<file path="src/rtl/cam_frame_capture.sv">
// OV7670 RGB565 capture: byte-pair assembly, crop to the LCD window, {sof, pixel} FIFO writes.
// Optional statistics outputs are enabled by defining CAM_CAPTURE_STATS_EN.
module cam_frame_capture #(
  parameter int SRC_WIDTH  = 640,
  parameter int SRC_HEIGHT = 480,
  parameter int CROP_X0    = 80,
  parameter int CROP_Y0    = 104,
  parameter int OUT_WIDTH  = 480,
  parameter int OUT_HEIGHT = 272
) (
  input  logic        clk,
  input  logic        rst_n,
  input  logic        calib_done,
  input  logic        cam_vsync,
  input  logic        href,
  input  logic [7:0]  p_data,
  input  logic        fifo_full,
  output logic [16:0] fifo_data,
  output logic        fifo_wr_en,
  output logic        frame_active,
  output logic        overflow
`ifdef CAM_CAPTURE_STATS_EN
  ,
  output logic [15:0] frame_count,
  output logic [15:0] drop_count,
  output logic [18:0] last_pix
`endif
);

  localparam logic [9:0] X_LO    = 10'(CROP_X0);
  localparam logic [9:0] X_HI    = 10'(CROP_X0 + OUT_WIDTH);
  localparam logic [9:0] Y_LO    = 10'(CROP_Y0);
  localparam logic [9:0] Y_HI    = 10'(CROP_Y0 + OUT_HEIGHT);
  localparam logic [9:0] COL_MAX = 10'(SRC_WIDTH);
  localparam logic [9:0] ROW_MAX = 10'(SRC_HEIGHT);

  typedef enum logic [2:0] {
    S_WAIT_CALIB,
    S_WAIT_BLANK,
    S_ARMED,
    S_CAPTURE,
    S_DROP
  } state_t;

  state_t      r_state;
  state_t      w_next;
  logic        r_phase;
  logic [7:0]  r_hi;
  logic [15:0] r_pix;
  logic        r_pend;
  logic [9:0]  r_col;
  logic [9:0]  r_row;
  logic        r_href_d;
  logic        r_overflow;

  logic w_sof_wr;
  logic w_pix_wr;
  logic w_overrun;
  logic w_pix_done;
  logic w_in_win;
  logic w_href_fall;

  // Writes are qualified by fifo_full in the cycle they are presented, so the
  // strobe can never fire into a full FIFO.
  assign w_sof_wr    = (r_state == S_ARMED) && !cam_vsync && !fifo_full;
  assign w_pix_wr    = r_pend && (r_state == S_CAPTURE) && !fifo_full;
  assign w_overrun   = r_pend && (r_state == S_CAPTURE) && fifo_full;
  assign w_pix_done  = (r_state == S_CAPTURE) && href && r_phase;
  assign w_href_fall = r_href_d && !href;
  assign w_in_win    = (r_col >= X_LO) && (r_col < X_HI) &&
                       (r_row >= Y_LO) && (r_row < Y_HI);

  always_ff @(posedge clk or negedge rst_n) begin
    if (!rst_n) begin
      r_state <= S_WAIT_CALIB;
    end else begin
      // NOTE: state registers use non-blocking assignment so every flop samples
      // pre-edge values; blocking here would create order-dependent races.
      r_state <= w_next;
    end
  end

  always_comb begin
    // NOTE: default first so every path assigns w_next and no latch is inferred.
    w_next = r_state;
    case (r_state)
      S_WAIT_CALIB: if (calib_done) w_next = S_WAIT_BLANK;
      S_WAIT_BLANK: if (cam_vsync)  w_next = S_ARMED;
      S_ARMED: begin
        // A full FIFO at frame start skips the frame; re-arming needs a new blank.
        if (!cam_vsync) w_next = fifo_full ? S_WAIT_BLANK : S_CAPTURE;
      end
      S_CAPTURE: begin
        if (w_overrun)      w_next = S_DROP;
        else if (cam_vsync) w_next = S_WAIT_BLANK;
      end
      S_DROP:       if (cam_vsync)  w_next = S_WAIT_BLANK;
      default:      w_next = S_WAIT_CALIB;
    endcase
  end

  always_ff @(posedge clk or negedge rst_n) begin
    if (!rst_n) begin
      r_phase    <= 1'b0;
      r_hi       <= '0;
      r_pix      <= '0;
      r_pend     <= 1'b0;
      r_col      <= '0;
      r_row      <= '0;
      r_href_d   <= 1'b0;
      r_overflow <= 1'b0;
    end else begin
      r_href_d <= href;
      r_phase  <= (r_state == S_CAPTURE) && href && !r_phase;
      if ((r_state == S_CAPTURE) && href && !r_phase) r_hi <= p_data;

      r_pend <= w_pix_done && w_in_win;
      if (w_pix_done && w_in_win) r_pix <= {r_hi, p_data};

      // Counters park just outside the source size so they can never wrap back into the window.
      if (w_sof_wr || w_href_fall)           r_col <= '0;
      else if (w_pix_done && r_col != COL_MAX) r_col <= r_col + 10'd1;

      if (w_sof_wr)                          r_row <= '0;
      else if (w_href_fall && r_row != ROW_MAX) r_row <= r_row + 10'd1;

      if (w_sof_wr)       r_overflow <= 1'b0;
      else if (w_overrun) r_overflow <= 1'b1;
    end
  end

  assign fifo_wr_en   = w_sof_wr || w_pix_wr;
  assign fifo_data    = w_sof_wr ? 17'h10000 : {1'b0, r_pix};
  assign frame_active = (r_state == S_CAPTURE);
  assign overflow     = r_overflow;

`ifdef CAM_CAPTURE_STATS_EN
  logic [15:0] r_frame_count;
  logic [15:0] r_drop_count;
  logic [18:0] r_last_pix;
  logic [18:0] r_pix_cnt;
  logic        w_frame_end;

  assign w_frame_end = ((r_state == S_CAPTURE) || (r_state == S_DROP)) &&
                       (w_next == S_WAIT_BLANK);

  always_ff @(posedge clk or negedge rst_n) begin
    if (!rst_n) begin
      r_frame_count <= '0;
      r_drop_count  <= '0;
      r_last_pix    <= '0;
      r_pix_cnt     <= '0;
    end else begin
      if (w_sof_wr)      r_pix_cnt <= '0;
      else if (w_pix_wr) r_pix_cnt <= r_pix_cnt + 19'd1;

      if (w_frame_end) begin
        // A pixel written in the closing cycle still belongs to this frame.
        r_last_pix <= r_pix_cnt + {18'd0, w_pix_wr};
        if (r_state == S_CAPTURE)        r_frame_count <= r_frame_count + 16'd1;
        else if (r_drop_count != 16'hFFFF) r_drop_count <= r_drop_count + 16'd1;
      end
    end
  end

  assign frame_count = r_frame_count;
  assign drop_count  = r_drop_count;
  assign last_pix    = r_last_pix;
`endif

endmodule

</file>
<file path="config.mk">
export PLATFORM = sky130hd
export DESIGN_NAME = cam_frame_capture
export DESIGN_NICKNAME = d
export VERILOG_FILES = /design/src/rtl/cam_frame_capture.sv
export SDC_FILE = /design/constraint.sdc
export NUM_CORES = 1
export LEC_CHECK = 0
export ABC_AREA = 1
export BUFFER_PORTS_ARGS = -buffer_cell sky130_fd_sc_hd__buf_4
export CORE_UTILIZATION = 40
export CTS_BUF_LIST = sky130_fd_sc_hd__clkbuf_2
export DETAILED_ROUTE_END_ITERATION = 6
export HOLD_SLACK_MARGIN = 0.02
export MAX_ROUTING_LAYER = met4
export PLACE_DENSITY = 0.6
export REMOVE_ABC_BUFFERS = 1
export SYNTH_ARGS = -nofsm -noshare
export SYNTH_HDL_FRONTEND = slang
export SYNTH_SLANG_ARGS = --single-unit
export TNS_END_PERCENT = 20
</file>
<file path="constraint.sdc">
create_clock -name clk -period 3.6 [get_ports clk]
set_input_delay 0.72 -clock clk [delete_from_list [all_inputs] [get_ports clk]]
set_output_delay 0.72 -clock clk [all_outputs]
set_load 0.05 [all_outputs]
</file>
## Yosys cells after proc, flatten, opt, wreduce, memory -nomap -nowiden

Cells that the tools add are included.

- Equality and inequality tests: 9
- Reduce and logical (&&, ||, !) cells: 26
- Muxes and demuxes: 14
- $add $sub $neg: 2
- Magnitude comparators: 4

Operator list:

| kind | number |
|---|---|
| 10-bit 2-to-1 mux | 4 |
| 10-bit by 1-bit adder with 10-bit output, second input constant | 2 |
| 10-bit by 7-bit >= comparator with 1-bit output, second input constant | 2 |
| 17-bit 2-to-1 mux | 1 |
| 1-bit logical AND | 15 |
| 3-bit 2-to-1 mux | 5 |
| 3-bit case mux with 5 select lines | 1 |
| 10-bit less-than comparator, second input constant | 1 |
| 10-bit by 9-bit less-than comparator with 1-bit output, second input constant | 1 |
| 10-bit != test, second input constant | 1 |
| 10-bit by 9-bit != test with 1-bit output, second input constant | 1 |
| 3-bit by 2-bit equality test with 1-bit output, second input constant | 2 |
| 2-bit != test, second input constant | 3 |
| 2-bit nonzero test | 3 |
| 1-bit zero test | 4 |
| 3-bit by 1-bit equality test with 1-bit output, second input constant | 1 |
| 3-bit equality test, second input constant | 1 |
| 3-bit zero test | 1 |
| 3-bit AND reduction | 1 |
| 1-bit logical OR | 2 |
| 1-bit 2-to-1 mux | 2 |
| 2-bit 2-to-1 mux | 1 |

- Bits in registers: 51
- Bits of input ports: 14

## Depth between registers and ports, before layout

- Depth after elaboration: 6
- Depth in mapped cells: 10
- Depth with buffers taken out: 9

## Worst setup path before layout

No wires, ideal clock.

- Path kind: in2out
- From: in cam_vsync
- To: out fifo_data[10]
- Arrival time: 1.621 ns
- Path slack: 1.259 ns
- Required time: 2.880 ns
- Buffers on the path: 2
- Cell stages on the path: 6
- Cells stage by stage: inv_1 -> nand3_1 -> buf_2 -> buf_2 -> nand2_1 -> inv_1

- Longest elaborated chain between the ends: 4

RTL lines:

| item | line | text |
|---|---|---|
| start, declared | 14 | `input logic cam_vsync,` |
| 1-bit zero test | n/a |  |
| 1-bit logical AND (2 in a row) | 65 | `assign w_sof_wr = (r_state == S_ARMED) && !cam_vsync && !fifo_full;` |
| 17-bit 2-to-1 mux | 133 | `assign fifo_data = w_sof_wr ? 17'h10000 : {1'b0, r_pix};` |
| end, declared | 18 | `output logic [16:0] fifo_data,` |

Every way passes these cells.

## Worst setup path in the final report

- From: reg r_state[2]
- To: out fifo_data[16]

- Longest elaborated chain between the ends: 4

RTL lines:

| item | line | text |
|---|---|---|
| start, declared | 45 | `state_t r_state;` |
| start signal, assigned | 79 | `r_state <= w_next;` |
| 3-bit by 2-bit equality test with 1-bit output | 65 |  |
| 1-bit logical AND (2 in a row) | 65 |  |
| 17-bit 2-to-1 mux | 133 |  |

Every way passes these cells.

==> summary.txt <==
Place
  – Total placed cells including tap cells: 504
  – DPL Wire Length: 4.03 mm
  – GP Congestion: 0.831
  – Placement Cell Area: 0.00313 sq mm
  – Port-buffer cells: 33

Worst setup path
  – CP Class: reg2out
  – RR Startpoint: r_col[0]$_DFFE_PN0P_
  – R2R Setup Slk: 1.52 ns
  – CP arrival: 2.04 ns
  – Max Fanout on Critical Path: 30
  – CP startpoint kind: register
  – CP required: 2.88 ns
  – R2R cell count: 8
  – Crit path launch: r_state[2]$_DFFE_PN0P_
  – CP endpoint: fifo_data[16]
  – CP endpoint kind: primary output
  – R2R Path End: r_col[5]$_DFFE_PN0P_

Timing
  – Fin. Hold Viols: 0
  – Slew @ Worst Pin: 0.825 ns
  – Final period utilization: 0.766
  – Tmin final: 2.76 ns
  – RSZ-0062 raised after global routing: false
  – Setup violations, final: 0
  – Clock skew: 0.0407 ns
  – Max-slew violation count: 0
  – Setup TNS: 0 ns
  – Slew HR: 0.450
  – Max Clk Rate: 363 MHz

Yosys
  – YS warnings: 0
  – Register bit count reported by yosys: 51
  – Post-Syn Area: 0.00283 sq mm
  – Post-synthesis compound-gate area fraction: 0.0305
  – Cell count after synthesis: 385
  – Count of cell types in the netlist: 26
  – Seq/Total Area, Yosys: 0.451
  – Syn avg cell area: 7.35 sq um
  – Post-synthesis adder-cell area fraction: 0.0177
  – Synth Area in XOR/XNOR: 0.00929
  – Post-synthesis simple-gate area fraction: 0.396
  – Main combinational cell family by area after synthesis: simple AND/OR/NAND/NOR gates
  – Proportion of synthesized area in mux cells: 0

Layout
  – Antenna Cells: 0
  – Ratio of cells with drive above 1 in the final layout: 0.132
  – Area Growth Syn to Fin: 12.5%
  – Cell area after layout: 0.00318 sq mm
  – Total Nets Final: 433
  – Non-Filler Instances: 512
  – Filler cells: 677

Clock tree
  – Clk root buf: clkbuf_2
  – H-tree depth: 2
  – CTS tree: built
  – Clock buffers created by TritonCTS: 5
  – Clock latency on the worst-skew pair: 0.46 ns
  – Setup Buffers After CTS: 0
  – CTS resizes: 0
  – CTS clk-pin slew, worst paths: 0.31 ns
  – Max Root-Sink Buffers: 2
  – Clk sinks: 51
  – CTS Hold Bufs: 0

Die
  – Die area: 0.00741 sq mm
  – CORE AREA: 0.00679 sq mm
  – Initial Util: 0.416
  – Die Span X: 86.1 um
  – Site Rows: 30
  – IO Pins: 34
  – Height of the die: 86.1 um

Route
  – Detailed Route WL: 6.01 mm
  – Detailed-route DRC error count: 0
  – DRT Pass-1 Iters: 4
  – Via-per-instance ratio: 4.78
  – 1st-iter DRT viols: 148
  – Vias post-DR: 2447
  – Antenna Violating Nets Remaining: 0
  – Wire per inst: 11.7 um

Global route
  – Largest net degree at the start of global routing: 52
  – Met2 usage: 0.287
  – Met3 usage: 0.0346
  – GR peak layer: met2
  – Initial antenna violation count: 0
  – Grt ovf: 0
  – GR Util met1: 0.250
  – First-pass GRT wire length: 10.5 mm
  – Global-route usage over all layers: 0.184
  – Vias in the first global route: 2249

Status
  – Status: complete, no violations

Run
  – Max cap viols: 0

Power
  – P per Cell Area: 409 mW/mm^2
  – Static leakage: 1.90 nW
  – Worst VDD drop: 0.191 mV

Min path
  – Worst Hold Class: in2async
==> how the worst min path moves through the flow <==
| stage | startpoint | end | cells past startpoint |
|---|---|---|---|
| after CTS | rst_n | r_hi[5]$_DFFE_PN0P_ | 1 |
| final | rst_n | r_hi[3]$_DFFE_PN0P_ | 1 |
| after global routing | rst_n | r_pix[1]$_DFFE_PN0P_ | 1 |
| after detailed placement | r_hi[0]$_DFFE_PN0P_ | r_hi[0]$_DFFE_PN0P_ | 2 |
| after floorplan | rst_n | overflow$_DFFE_PN0P_ | 0 |
| after global placement | r_hi[4]$_DFFE_PN0P_ | r_hi[4]$_DFFE_PN0P_ | 2 |
==> cell usage after synthesis <==
master    count  area, sq um
nand2_1     156          586
inv_1        52          195
dfrtp_1      51         1280
nand4_1      35          219
nor2_1       22         82.6
nand3_1      20          100
o21ai_0       9         45.0
buf_2         5         25.0
ha_1          4         50.1
buf_4         3         22.5
nor2_2        3         18.8
or2_2         3         18.8
xor2_1        3         26.3
a21oi_1       2         10.0
buf_6         2         22.5
nand2_2       2         12.5
nand3b_1      2         15.0
nor3_1        2         10.0
o211ai_1      2         15.0
a21o_1        1         7.51
clkbuf_1      1         3.75
nand3_2       1         10.0
nand3_4       1         17.5
nor2_4        1         11.3
nor2_8        1         20.0
o21ai_2       1         8.76
==> critical path, cell delays in order, from the launching register on <==
cell and delay, ns:
dfrtp_1 0.54, nor3_1 0.33, nand3_1 0.11, buf_4 0.25
inv_1 0.14, buf_4 0.21
==> cells by family after synthesis <==
logic type                 count (synthesis)
adders and majority gates                  4
AOI/OAI and AO/OA                         15
buffers and inverters                     63
xor gates and xnor gates                   3
and+or+nand+nor                          249
DFF                                       51
==> cells in the final DEF, fill, tap and decap left out, drive strengths merged <==
| cell type | count |
|---|---|
| a21o | 1 |
| a21oi | 2 |
| buf | 34 |
| clkbuf | 5 |
| clkinv | 1 |
| dfrtp | 51 |
| ha | 4 |
| inv | 54 |
| nand2 | 158 |
| nand3 | 22 |
| nand3b | 2 |
| nand4 | 35 |
| nor2 | 27 |
| nor3 | 2 |
| o211ai | 2 |
| o21ai | 10 |
| or2 | 3 |
| xor2 | 3 |
==> flip-flops by register name (all words and copies together), names as in the netlist <==
register / count
overflow: 1
r_col: 10
r_hi: 8
r_href_d: 1
r_pend: 1
r_phase: 1
r_pix: 16
r_row: 10
r_state: 3
==> power breakdown <==
part | switching (mW) | internal (mW) | total (mW) | leakage (nW)
Clock | 0.207 | 0.0555 | 0.262 | 0.0339
Sequential | 0.0795 | 0.654 | 0.733 | 0.691
Combinational | 0.196 | 0.111 | 0.307 | 1.17
Total | 0.482 | 0.820 | 1.30 | 1.90
==> cell type report <==
| cell class | instances | area [sq um] | area share |
|---|---|---|---|
| clock buffer | 5 | 25.0 | 0.00786 |
| clock inverter | 3 | 26.3 | 0.00826 |
| inverter | 52 | 195 | 0.0613 |
| multi-input combinational | 271 | 1280 | 0.403 |
| sequential | 51 | 1280 | 0.401 |
| tap | 96 | 120 | 0.0378 |
| timing repair buffer | 34 | 255 | 0.0802 |
==> metrics by stage <==
stage / worst slack (ns) / utilization / total power, mW / hold WS, ns
2_1_floorplan: 0.949 / - / 0.951 / 0.424
3_3_place_gp: 1.22 / 0.461 / 1.05 / 0.455
3_5_place_dp: 1.23 / 0.461 / 1.05 / 0.459
4_1_cts: 0.798 / 0.468 / 1.32 / 0.234
5_1_grt: 0.665 / 0.468 / 1.41 / 0.227
6_report: 0.842 / 0.468 / 1.30 / 0.234
==> routing by layer <==
metal	up-vias	wire [um]
met2	33	2620
met5	-	0
met4	0	49
met3	5	186
met1	1127	3150
li1	1282	-
No activity file was read; power rests on OpenSTA's default activity.
